===== config.mk =====
export PLATFORM = sky130hd
export DESIGN_NAME = gcd_operand_sequencer
export DESIGN_NICKNAME = d
export VERILOG_FILES = /design/src/rtl/gcd_operand_sequencer_pkg.sv /design/src/rtl/gcd_pair_fifo.sv /design/src/rtl/gcd_operand_sequencer.sv
export SDC_FILE = /design/constraint.sdc
export NUM_CORES = 1
export LEC_CHECK = 0
export CORE_AREA = 2 2 102 104
export DETAILED_ROUTE_END_ITERATION = 16
export DIE_AREA = 0 0 104 106
export PLACE_DENSITY = 0.57
export SYNTH_ARGS = -nofsm -noshare
export SYNTH_HDL_FRONTEND = slang
export SYNTH_SLANG_ARGS = --single-unit

===== constraint.sdc =====
create_clock -name clk -period 3.13 [get_ports clk]
set_input_delay 0.626 -clock clk [delete_from_list [all_inputs] [get_ports clk]]
set_output_delay 0.626 -clock clk [all_outputs]
set_load 0.01 [all_outputs]

===== src/rtl/gcd_operand_sequencer_pkg.sv =====
// rtl/gcd_operand_sequencer_pkg.sv - shared state encoding and operand width for the GCD feeder
package gcd_operand_sequencer_pkg;

    localparam int OPW = 4;

    typedef enum logic [2:0] {
        S_IDLE  = 3'd0,
        S_LOAD  = 3'd1,
        S_START = 3'd2,
        S_WAIT  = 3'd3,
        S_EMIT  = 3'd4
    } seq_state_t;

    // Subtractive GCD never terminates on a zero operand, so such pairs skip the core.
    function automatic logic has_zero(input logic [OPW-1:0] x, input logic [OPW-1:0] y);
        return (x == '0) || (y == '0);
    endfunction

endpackage


===== src/rtl/gcd_pair_fifo.sv =====
// rtl/gcd_pair_fifo.sv - small synchronous FIFO holding packed operand pairs
module gcd_pair_fifo #(
    parameter int DEPTH = 4,
    parameter int W     = 8
) (
    input  logic         clk,
    input  logic         reset,
    input  logic         push,
    input  logic [W-1:0] push_data,
    input  logic         pop,
    output logic [W-1:0] pop_data,
    output logic         full,
    output logic         empty
);

    localparam int AW = $clog2(DEPTH);
    localparam logic [AW:0] FULL_COUNT = (AW+1)'(DEPTH);

    logic [W-1:0]  mem [DEPTH];
    logic [AW-1:0] wr_ptr;
    logic [AW-1:0] rd_ptr;
    logic [AW:0]   count;
    logic          do_push;
    logic          do_pop;

    assign full     = (count == FULL_COUNT);
    assign empty    = (count == '0);
    assign do_push  = push && !full;
    assign do_pop   = pop && !empty;
    assign pop_data = mem[rd_ptr];

    // Pointers wrap naturally because DEPTH is a power of two.
    always_ff @(posedge clk or posedge reset) begin
        if (reset) begin
            wr_ptr <= '0;
            rd_ptr <= '0;
            count  <= '0;
            for (int i = 0; i < DEPTH; i++) begin
                mem[i] <= '0;
            end
        end else begin
            if (do_push) begin
                mem[wr_ptr] <= push_data;
                wr_ptr      <= wr_ptr + 1'b1;
            end
            if (do_pop) begin
                rd_ptr <= rd_ptr + 1'b1;
            end
            case ({do_push, do_pop})
                2'b10:   count <= count + 1'b1;
                2'b01:   count <= count - 1'b1;
                default: count <= count;
            endcase
        end
    end

endmodule


===== src/rtl/gcd_operand_sequencer.sv =====
// rtl/gcd_operand_sequencer.sv - queues operand pairs, drives the GCD core and returns results
module gcd_operand_sequencer
    import gcd_operand_sequencer_pkg::*;
#(
    parameter int DEPTH   = 4,
    parameter int TIMEOUT = 255
) (
    input  logic           clk,
    input  logic           reset,
    input  logic           push,
    input  logic [OPW-1:0] push_x,
    input  logic [OPW-1:0] push_y,
    output logic           full,
    output logic [OPW-1:0] gcd_x,
    output logic [OPW-1:0] gcd_y,
    output logic           gcd_start,
    input  logic           gcd_done,
    input  logic [OPW-1:0] gcd_result,
    output logic           res_valid,
    input  logic           res_ready,
    output logic [OPW-1:0] res_x,
    output logic [OPW-1:0] res_y,
    output logic [OPW-1:0] res_gcd,
    output logic           res_err,
    output logic           busy
);

    localparam int TW = $clog2(TIMEOUT + 1);
    localparam logic [TW-1:0] TMO_LAST = TW'(TIMEOUT - 1);

    seq_state_t       state;
    logic [OPW-1:0]   op_x;
    logic [OPW-1:0]   op_y;
    logic             done_prev;
    logic [TW-1:0]    tmo_cnt;
    logic             fifo_pop;
    logic             fifo_empty;
    logic [2*OPW-1:0] fifo_rdata;
    logic             done_edge;

    gcd_pair_fifo #(
        .DEPTH (DEPTH),
        .W     (2 * OPW)
    ) u_fifo (
        .clk       (clk),
        .reset     (reset),
        .push      (push),
        .push_data ({push_x, push_y}),
        .pop       (fifo_pop),
        .pop_data  (fifo_rdata),
        .full      (full),
        .empty     (fifo_empty)
    );

    assign fifo_pop  = (state == S_IDLE) && !fifo_empty;
    assign done_edge = gcd_done && !done_prev;
    assign busy      = (state != S_IDLE) || !fifo_empty;
    assign gcd_x     = op_x;
    assign gcd_y     = op_y;

    always_ff @(posedge clk or posedge reset) begin
        if (reset) begin
            state     <= S_IDLE;
            op_x      <= '0;
            op_y      <= '0;
            done_prev <= 1'b0;
            tmo_cnt   <= '0;
            gcd_start <= 1'b0;
            res_valid <= 1'b0;
            res_x     <= '0;
            res_y     <= '0;
            res_gcd   <= '0;
            res_err   <= 1'b0;
        end else begin
            // Tracked every cycle so a DONE left high from an earlier run is not seen as an edge.
            done_prev <= gcd_done;
            gcd_start <= 1'b0;
            case (state)
                S_IDLE: begin
                    if (!fifo_empty) begin
                        op_x  <= fifo_rdata[2*OPW-1:OPW];
                        op_y  <= fifo_rdata[OPW-1:0];
                        state <= S_LOAD;
                    end
                end
                S_LOAD: begin
                    if (has_zero(op_x, op_y)) begin
                        res_x     <= op_x;
                        res_y     <= op_y;
                        res_gcd   <= op_x | op_y;
                        res_err   <= 1'b0;
                        res_valid <= 1'b1;
                        state     <= S_EMIT;
                    end else begin
                        gcd_start <= 1'b1;
                        state     <= S_START;
                    end
                end
                S_START: begin
                    tmo_cnt <= '0;
                    state   <= S_WAIT;
                end
                S_WAIT: begin
                    // A completion edge on the final timeout cycle still counts as a result.
                    if (done_edge) begin
                        res_x     <= op_x;
                        res_y     <= op_y;
                        res_gcd   <= gcd_result;
                        res_err   <= 1'b0;
                        res_valid <= 1'b1;
                        state     <= S_EMIT;
                    end else if (tmo_cnt == TMO_LAST) begin
                        res_x     <= op_x;
                        res_y     <= op_y;
                        res_gcd   <= '0;
                        res_err   <= 1'b1;
                        res_valid <= 1'b1;
                        state     <= S_EMIT;
                    end else begin
                        tmo_cnt <= tmo_cnt + 1'b1;
                    end
                end
                S_EMIT: begin
                    if (res_ready) begin
                        res_valid <= 1'b0;
                        state     <= S_IDLE;
                    end
                end
                default: state <= S_IDLE;
            endcase
        end
    end

endmodule

Yosys cells after proc, flatten, opt, wreduce, memory -nomap -nowiden

Cells that the tools add are included.

$add $sub $neg: 5
Order comparisons: 3
Eq/ne operators: 14
Multiplexer cells: 38
Bitwise gates (word level): 4
Reduce and logical (&&, ||, !) cells: 24

Operators with widths:

| operator                                                         | number |
|---|---|
| 8-bit 2-to-1 mux                                                 | 5 |
| 4-bit 2-to-1 mux                                                 | 9 |
| 32-bit bitwise mux                                               | 1 |
| 4-bit case mux with 2 select lines                               | 3 |
| 8-bit binary-select mux with 2-bit select                        | 1 |
| 8-bit demux with 2-bit select                                    | 1 |
| 8-bit case mux with 2 select lines                               | 1 |
| 3-bit 2-to-1 mux                                                 | 5 |
| 3-bit case mux with 5 select lines                               | 1 |
| 2-bit inequality test (second input constant)                    | 5 |
| 3-bit AND reduction                                              | 3 |
| 8-bit by 1-bit adder with 8-bit output (second input constant)   | 1 |
| 8-bit == test (second input constant)                            | 1 |
| 4-bit zero test                                                  | 2 |
| 1-bit 2-to-1 mux                                                 | 8 |
| 3-bit by 2-bit == test with 1-bit output (second input constant) | 2 |
| 3-bit == test (second input constant)                            | 2 |
| 3-bit greater-or-equal comparator (second input constant)        | 2 |
| 3-bit zero test                                                  | 2 |
| 2-bit NOT with 3-bit output                                      | 2 |
| 3-bit case mux with 2 select lines                               | 1 |
| 2-bit nonzero test                                               | 3 |
| 3-bit nonzero test                                               | 2 |
| 1-bit logical AND                                                | 5 |
| other kinds (16)                                                 | 20 |

Register bits: 74
Bits of input ports: 17
Output and inout bits: 25
Logic and storage cells: 106

Longest topological paths before layout

Word-level depth: 6
Depth in mapped cells: 9
Depth with buffers taken out: 8

Modules after synthesis

Synthesis repeated with hierarchy kept, for this count alone.

Cell total of the unflattened synthesis: 262
Area, all modules: 3504.6 um^2

By module, submodules not included:

| module                | instances | cells an instance | area an instance (um^2) | seq. area each (um^2) |
|---|---|---|---|---|
| gcd_pair_fifo         | 1         | 115               | 1788.0                  | 975.9 |
| gcd_operand_sequencer | 1         | 147               | 1716.6                  | 875.8 |

Least setup slack after synthesis

OpenSTA, ideal clock, no wires.

Path type: register to register
Start: register u_fifo.count[0]
End: register u_fifo.count[1]
Setup time: 125 ps
Arrival: 1995 ps
Required time: 3005 ps
Slack: 1010 ps
Stages on the path, launching flop included: 8
Buffers on the path: 1
Period minus slack after synthesis: 2120 ps
Cell sequence: dfrtp_1 nor3b_1 nor2b_1 clkbuf_1 inv_1 ha_1 fa_1 mux2_2

Elaborated cells between the ends (all ways): 13
Those cells by class: add/sub (2); eq/ne (3); mux (1); reduce/logical (7)

RTL lines:

| element                                                                   | line                        | source |
|---|---|---|
| start: declaration                                                        | gcd_pair_fifo.sv:22         | `logic [AW:0] count;` |
| start signal: assignment                                                  | gcd_pair_fifo.sv:50         | `2'b10: count <= count + 1'b1;` |
| start signal: assignment                                                  | gcd_pair_fifo.sv:51         | `2'b01: count <= count - 1'b1;` |
| start signal: assignment                                                  | gcd_pair_fifo.sv:52         | `default: count <= count;` |
| 3-bit == test *                                                           | gcd_pair_fifo.sv:26         | `assign full = (count == FULL_COUNT);` |
| via full                                                                  | gcd_operand_sequencer.sv:13 | `output logic full,` |
| 1-bit zero test *                                                         | gcd_pair_fifo.sv:28         | `assign do_push = push && !full;` |
| 1-bit logical AND *                                                       | gcd_pair_fifo.sv:28         |  |
| 2-bit by 1-bit == test with 1-bit output or 2-bit == test (tied branches) | gcd_pair_fifo.sv:49         | `case ({do_push, do_pop})` |
| 3-bit case mux with 2 select lines or 2-bit nonzero test (tied branches)  | n/a                         |  |

Mark *: on every way through the listed nets, which the timed path passes. The rest lies on a longest branch.
A chain may end at the register's enable or synchronous reset.

Worst setup path in the final report

Start: register state[1]
End: output port busy

Longest elaborated chain between the ends: 2

RTL lines:

| element                  | line                        | source |
|---|---|---|
| start: declaration       | gcd_operand_sequencer.sv:31 | `seq_state_t state;` |
| start signal: assignment | gcd_operand_sequencer.sv:63 | `state <= S_IDLE;` |
| start signal: assignment | gcd_operand_sequencer.sv:83 | `state <= S_LOAD;` |
| start signal: assignment | gcd_operand_sequencer.sv:93 | `state <= S_EMIT;` |
| 3-bit nonzero test       | gcd_operand_sequencer.sv:57 | `assign busy = (state != S_IDLE) \|\| !fifo_empty;` |
| 1-bit logical OR         | gcd_operand_sequencer.sv:57 |  |
| end: declaration         | gcd_operand_sequencer.sv:25 | `output logic busy` |

Every way passes these cells.

==> summary.txt <==
Clocking
  – Clock buffer depth: 2
  – Sink Count: 74
  – Worst skew pair latency: 0.35 ns
  – CTS-repair resized insts: 0
  – Inserted Clock Buffers: 9
  – CTS tree: done
  – Clock-pin slew on the worst setup and hold paths: 0.08 ns
  – H-tree levels: 3
  – Clk root buf: clkbuf_8
  – Hold-fix buffer count after cts: 0
  – Setup bufs post-CTS: 0

Min path
  – Worst Hold Class: reg2reg
  – Hold path startpoint: res_valid

Layout
  – P&R area growth vs syn: 23.1%
  – Finished Layout Cells: 439
  – Final nets: 323
  – Leading cell types in the layout, fill and taps excluded: 74 x dfrtp_1, 46 x mux2_2, 41 x clkdlybuf4s50_1, 15 x nand2_1, 13 x nor2_1
  – Final non-filler cell area: 0.00419 mm^2
  – Fraction of layout cells with a size suffix above 1: 28.7%
  – Most common cell after layout, fill and taps aside: dfrtp_1
  – Number of diodes: 0

Floorplanning
  – Total die area: 0.0110 mm^2
  – Row cnt: 37
  – Die X: 104 um
  – Die Height: 106 um
  – Initial Util: 34.0%
  – Core area: 0.0100 mm^2
  – IO Count: 42

Timing
  – Period utilisation layout: 79.7%
  – Post-layout minimum cycle time: 2.49 ns
  – Final hold violation count: 0
  – Max-slew violation count: 0
  – Setup Total Neg Slack: 0 ns
  – Final setup vio count: 0
  – Worst Max-Slew Pin Slew: 0.601 ns
  – Max Freq: 0.401 GHz
  – Slew margin rel.: 60.0%
  – RSZ-0062 raised after global routing: no
  – Worst clock skew: 0.00829 ns

Routing
  – Routed WL: 7.09 mm
  – DRC Markers: 0
  – Drt first pass iters: 4
  – Routed vias/inst: 4.95
  – WL/cell: 16.2 um
  – Detailed-route via count: 2,174
  – Number of DRC markers in iteration 0: 51
  – Antenna Nets Post-Route: 0

Placement
  – Post-placement cell area: 0.00398 mm^2
  – Dpl hpwl: 4.96 mm
  – Final GP Congestion: 0.858
  – Dpl cells: 423
  – Port bufs: 41

Run status
  – Status: finished clean

Synthesis
  – Top_reg_cell synth: dfrtp_1
  – Mean Syn Cell Area: 13.7 um^2
  – Synthesized Nets: 274
  – Seq/Total Area, Yosys: 54.4%
  – Cells after synthesis: 249
  – Synth Register Bits: 74
  – Synth cell types: 44
  – FFs w/ async S/R, synth: 100%
  – Largest family of logic cells by synthesized area: multiplexers
  – Mux cell area share after synthesis: 23.6%
  – Netlist Area Pre-Place: 0.00340 mm^2
  – Compound-Gate Fraction of Synth Area: 6.18%
  – Post-Synth Simple-Gate Area: 8.49%
  – XOR/XNOR Fraction of Synth Area: 1.54%
  – EDFF count, synth: 0
  – Syn. warnings: 0
  – Synth top area share: 54.4%
  – Synth Area in Adders: 3.16%
  – Largest area contributor in the netlist: dfrtp_1
  – Synth top area cells: dfrtp_1 54%, mux2_2 15%, mux4_2 5.3%

GRT
  – Grt ovf: 0
  – Antenna violations before repair: 0
  – Number of global-route vias before repair: 2,296
  – Tot GR Track Use: 13.8%
  – First-pass GRT wire length: 11.8 mm
  – Pin count of the biggest net entering global routing: 40

Critical path
  – WP data required: 2.50 ns
  – Worst-path maximum fanout: 9
  – Crit Reg-Reg Startpoint: u_fifo.count[0]
  – WS Path Type: reg2out
  – FF-to-FF setup slack: 1.05 ns
  – Crit end category: output port
  – Worst setup SP type: register
  – Worst EP arrival: 1.87 ns
  – Critical Path Start: state[1]

Power and ir drop
  – Power Total: 4.48 mW
  – Pwr Density: 1070 mW/mm^2
  – Peak VDD IR: 0.000437 V
  – Leakage: 1.74 nW

Flow run
  – Number of max-cap violations: 0
==> layer usage <==
layer  up-vias  wire length [um]  GRT usage [%]  part of all wire [%]
met5         -                 0              0                     0
met1      1108              3030           16.5                    43
met4         0                63           4.05                  0.89
li1       1002                 -              -                     -
met2        55              3620           23.6                    51
met3         9               382           4.54                   5.4
==> synth_stat cells, types with 2 or more instances <==
cell type   n
dfrtp_1    74
nor2b_1     2
xor2_1      2
nand2_1    15
buf_2       2
nor4_1      4
mux4_2      8
a21oi_1     9
nand2b_1    3
buf_4       2
buf_6       2
clkbuf_1    2
xnor2_1     4
mux2_4      7
o21ai_0     4
inv_1       5
nor3_1      5
nor2_1     13
a2bb2oi_1   2
o31ai_1     3
ha_1        7
nand3_1     6
a31oi_1     2
mux2_2     46
==> sequential cells by signal, indices dropped and copies added (netlist names) <==
register	flops
u_fifo.wr_ptr	2
gcd_y	4
res_gcd	4
u_fifo.count	3
state	3
u_fifo.mem	32
tmo_cnt	8
res_x	4
res_err	1
res_y	4
gcd_start	1
gcd_x	4
u_fifo.rd_ptr	2
res_valid	1
done_prev	1
==> critical path: stages, from the launching register on <==
cell             delay [ns]
dfrtp_1                0.50
nor4_1                 0.42
nand2_1                0.11
clkdlybuf4s50_1        0.49
==> cell families after synthesis <==
group                    after synthesis
multiplexers                          61
buffers and inverters                 14
AND/OR/NAND/NOR                       56
adder cells (fa/ha/maj)                8
AO/OA/AOI/OAI                         30
flip-flops                            74
XOR/XNOR                               6
==> layout make-up <==
class                           count  area, um^2
Clock buffer                       11         151
Clock inverter                      5        61.3
Fill cell                         973        5810
Inverter                            5        18.8
Multi-Input combinational cell    161        1470
Sequential cell                    74        1850
Tap cell                          136         170
Timing Repair Buffer               47         468
==> final timing paths <==
path / endpoint / cells after the start
min reg2reg: res_valid / 1
max reg2reg: u_fifo.count[1] / 7
max: busy / 3
min in group asynchronous: u_fifo.wr_ptr[0] / 2
max in group asynchronous: u_fifo.mem[9] / 3
min: res_valid / 1
==> per-stage QoR <==
step                      setup slack (ns)  utilization, %  hold WS, ns
after floorplan                      0.622               -        0.472
after global placement               0.661            39.8        0.473
after detailed placement             0.625            39.8        0.481
after CTS                            0.623            41.9        0.501
after global routing                 0.403            41.9        0.516
final                                0.636            41.9        0.495
==> report_power, final <==
part	switching [mW]	total (mW)	internal [mW]	leakage, nW
clock network	0.368	0.783	0.414	0.0982
logic	0.725	1.88	1.15	0.752
registers	0.409	1.82	1.41	0.892
No activity file was read; power rests on OpenSTA's default activity.
==> edit 1: new RTL, config.mk and constraints unchanged <==
Set the package constant `OPW` to 2 (it was 4).
--- a/src/rtl/gcd_operand_sequencer_pkg.sv
+++ b/src/rtl/gcd_operand_sequencer_pkg.sv
@@ -1,7 +1,7 @@
 // rtl/gcd_operand_sequencer_pkg.sv - shared state encoding and operand width for the GCD feeder
 package gcd_operand_sequencer_pkg;
 
-    localparam int OPW = 4;
+    localparam int OPW = 2;
 
     typedef enum logic [2:0] {
         S_IDLE  = 3'd0,
Interface: changed (8 resized); port bits go from 42 to 26. The function was not compared with the original's and may differ.
==> edit 1 against the original RTL <==
Worst setup slack improved by 0.16 ns; power shrank 41%; design area fell by 34%; sequential cell count shrank 26; non-clock buffer count down 19; area after synthesis fell by 33%; maximum frequency grew 6.7%; global-route usage down 4.8 points; wire length is 36% lower; utilization is 14 points lower; largest cell class unchanged; highest routed layer unchanged.
==> edit 1: results (changes against the original RTL) <==
io_buffers: 25  # -39%
cts_inserted_buffers: 5  # -4
grtUsageTotal_pct: 8.95  # -4.8 points
internal_power_mw: 1.74  # -41%
p_leak_nw: 1.15  # -34%
fmax_ghz: 0.428  # +6.7%
synthTopCellsByCount: "48 x dfrtp_1, 27 x mux2_2, 13 x o21ai_0"
synthXorXnorAreaFrac_pct: 2.32  # +0.77 points
htree_levels: 2  # -1
ys_seq_area_share_pct: 53.0  # -1.5 points
gp_congestion: 0.734  # -14%
placed_cell_area_sq_um: 2690  # -32%
outcome: "completed"
yosys-top-cells-area: "dfrtp_1 53%, mux2_2 13%, mux4_2 4.0%, ha_1 3.9%, o21ai_0 2.9%"
final_area_sq_um: 2780  # -34%
cp_data_arrival_time_ns: 1.71  # -0.16 ns
dp_cells: 337  # -20%
timing.rr.start: "tmo_cnt[0]"
place_ws_ns: 0.591  # -0.0339 ns
critPathMaxFanout: 5  # -4
reg_top3: "u_fifo.mem: 16 flops, tmo_cnt: 8 flops"
grt_pass1_vias: 1596  # -30%
max_stage_delay_ns: 0.62  # +0.12 ns
cpLargestDelayFamily: "buffers and inverters"
synth_cell_types: 37  # -16%
grt_pass1_wl_mm: 7.96  # -33%
fill_cells: 1082  # +11%
tightest_slew_ns: 0.650  # +0.0498 ns
synth.net_count: 198  # -28%
worst-r2r-cell-count: 6  # -1
grt_max_degree: 49  # +23%
clk_latency_ns: 0.30  # -0.05 ns
r2r_end: "res_gcd[1]"
drtIter0Drc: 44  # -14%
vias: 1497  # -31%
r2r_setup_slack_ns: 0.94  # -0.11 ns
synth_cells: 179  # -28%
endpoint: "full"
edit 1: worst min-delay path by stage:
stage	slack [ns]	to	start	cells after the start
finish	0.51	u_fifo.mem[6]	u_fifo.mem[6]	1
global route	0.53	res_gcd[0]	res_gcd[0]	1
CTS	0.51	u_fifo.mem[6]	u_fifo.mem[6]	1
detailed placement	0.49	u_fifo.mem[6]	u_fifo.mem[6]	1
global placement	0.48	u_fifo.mem[11]	u_fifo.mem[11]	1
floorplan	0.47	tmo_cnt[7]	tmo_cnt[7]	1
edit 1: cell families (layout without fill, tap and decap cells):
| kind of cell | after synthesis | after routing |
|---|---|---|
| and+or+nand+nor | 43 | 43 |
| adders and majority gates | 8 | 8 |
| xor gates and xnor gates | 6 | 6 |
| AOI/OAI and AO/OA | 28 | 28 |
| muxes | 32 | 32 |
| DFF | 48 | 48 |
| buffers and inverters | 14 | 43 |
edit 1: layout make-up:
type,instances,share of cell area (%)
well taps,136,6.11
flip-flops and latches,48,43.1
inverters,8,1.08
repair buffers,28,9.80
clock buffers,7,3.46
multi-input cells,117,36.4
edit 1: power by group through the flow:
stage	logic, mW	clock network, mW	registers (mW)
floorplan	0.806	0	1.07
global placement	1.09	0	1.14
detailed placement	1.12	0	1.16
CTS	1.12	0.414	1.14
global route	1.23	0.430	1.19
finish	1.10	0.399	1.14
edit 1: metal layers:
metal | GRT usage (%) | part of all wire [%] | vias up
met5 | 0 | 0 | -
met4 | 2.32 | 0.90 | 0
met1 | 11.5 | 48 | 765
met2 | 14.9 | 47 | 27
met3 | 2.58 | 3.7 | 4
li1 | - | - | 701
==> edit 2: new RTL, config.mk and constraints unchanged <==
Made on the original files. Register the output `res_err` once more, cleared by the reset; this adds one clock of latency there. The other outputs are not delayed to match.
--- a/src/rtl/gcd_operand_sequencer.sv
+++ b/src/rtl/gcd_operand_sequencer.sv
@@ -27,6 +27,8 @@
 
     localparam int TW = $clog2(TIMEOUT + 1);
     localparam logic [TW-1:0] TMO_LAST = TW'(TIMEOUT - 1);
+
+    logic res_err_s0;
 
     seq_state_t       state;
     logic [OPW-1:0]   op_x;
@@ -70,7 +72,7 @@
             res_x     <= '0;
             res_y     <= '0;
             res_gcd   <= '0;
-            res_err   <= 1'b0;
+            res_err_s0 <= 1'b0;
         end else begin
             // Tracked every cycle so a DONE left high from an earlier run is not seen as an edge.
             done_prev <= gcd_done;
@@ -88,7 +90,7 @@
                         res_x     <= op_x;
                         res_y     <= op_y;
                         res_gcd   <= op_x | op_y;
-                        res_err   <= 1'b0;
+                        res_err_s0 <= 1'b0;
                         res_valid <= 1'b1;
                         state     <= S_EMIT;
                     end else begin
@@ -106,14 +108,14 @@
                         res_x     <= op_x;
                         res_y     <= op_y;
                         res_gcd   <= gcd_result;
-                        res_err   <= 1'b0;
+                        res_err_s0 <= 1'b0;
                         res_valid <= 1'b1;
                         state     <= S_EMIT;
                     end else if (tmo_cnt == TMO_LAST) begin
                         res_x     <= op_x;
                         res_y     <= op_y;
                         res_gcd   <= '0;
-                        res_err   <= 1'b1;
+                        res_err_s0 <= 1'b1;
                         res_valid <= 1'b1;
                         state     <= S_EMIT;
                     end else begin
@@ -131,4 +133,12 @@
         end
     end
 
+    always_ff @(posedge clk or posedge reset) begin
+        if (reset) begin
+            res_err <= '0;
+        end else begin
+            res_err <= res_err_s0;
+        end
+    end
+
 endmodule
Formal check against the unedited RTL: no difference found for any inputs over 10 cycles, from zero or initial values and one cycle with reset high; that may be too few to reach the edited logic, so the function may still have changed.
==> edit 2 against the original RTL <==
Sequential cell count increased by 1; synthesized cell count increased by 0.80%; wire length decreased by 2.8%; worst hold slack got worse by 0.096 ns; worst setup slack improved by 0.039 ns; clock power decreased by 7.2%; area after synthesis increased by 1.1%; register-to-register slack got worse by 0.10 ns; design area increased by 0.90%; power about the same; highest routed layer unchanged.
==> edit 2: results (changes against the original RTL) <==
outcome: "completed"
finalWorstSetupSlack_ns: 0.675  # +0.0393 ns
tightest_slew_ns: 0.601  # +0.000903 ns
internal_power_mw: 2.97  # -0.35%
clock_buffers: 10  # -1
place_ws_ns: 0.629  # +0.00420 ns
clk_share_pct: 4.59  # -0.49 points
skew_ns: 0.0101  # +0.00183 ns
cts_sinks: 75  # +1.4%
r2r_end: "u_fifo.count[2]"
multi_input_gates: 159  # -1.2%
routedWlPerCell_um: 15.6  # -3.2%
vias: 2126  # -2.2%
yosys-top-cells-area: "dfrtp_1 55%, mux2_2 15%, mux4_2 5.2%, mux2_4 3.1%, ha_1 2.5%"
ys_seq_area_share_pct: 54.6  # +0.15 points
final-nonclk-buf-share_pct: 11.4  # +0.20 points
met3_usage_pct: 3.99  # -0.55 points
grt.met2_usage_pct: 22.2  # -1.4 points
inverters: 8  # +3
synth_area_per_cell_sq_um: 13.7  # +0.26%
drive_gt1_share_pct: 29.8  # +1.1 points
met3_length_um: 243  # -36%
grt_max_degree: 50  # +25%
multi_input_area_sq_um: 1480  # +0.51%
worst-r2r-cell-count: 8  # +1
timing.rr.start: "state[0]"
wl_met1_mm: 3.20  # +5.6%
hp-start: "res_err_s0"
hpwl_mm: 4.80  # -3.1%
wl_met2_mm: 3.36  # -7.2%
placed_cell_area_sq_um: 4030  # +1.4%
power_frac_seq_pct: 41.6  # +1.0 points
p_clk_share_pct: 16.2  # -1.3 points
min_to: "res_err"
synthTopCellsByCount: "75 x dfrtp_1, 45 x mux2_2, 12 x a21oi_1"
dp_cells: 425  # +0.47%
seq_area_share_pct: 44.4  # +0.20 points
hold_depth: 0  # -1
synth.net_count: 276  # +0.73%
final_area_sq_um: 4230  # +0.90%
final_nets: 325  # +0.62%
grtUsageTotal_pct: 13.4  # -0.38 points
fin_total_pwr_mw: 4.48  # about the same
==> edit 2: cell types whose count changed in the layout (fill, tap and decap cells not counted), moves of 3 or more <==
| cell | before | now |
|---|---|---|
| nand2_1 | 15 | 11 |
| nor2_1 | 13 | 8 |
| inv_1 | 4 | 7 |
| a21oi_1 | 9 | 12 |
| nand2_2 | 0 | 4 |
==> edit 2: cells by family (layout without fill, tap and decap cells) <==
logic type               Yosys count  after routing  synth area share, %
flip-flops                        75             75                 54.6
multiplexers                      61             61                 23.3
AND/OR/NAND/NOR                   56             56                 9.75
AO/OA/AOI/OAI                     27             27                 4.77
buffers and inverters             17             71                 2.69
adder cells (fa/ha/maj)            8              8                 3.13
XOR/XNOR                           7              7                 1.78
==> edit 2: worst max-delay path, cell delays in order (launching register included) <==
cell             delay [ns]
dfrtp_1                0.53
nor4_1                 0.38
nand2_1                0.09
clkdlybuf4s50_1        0.49
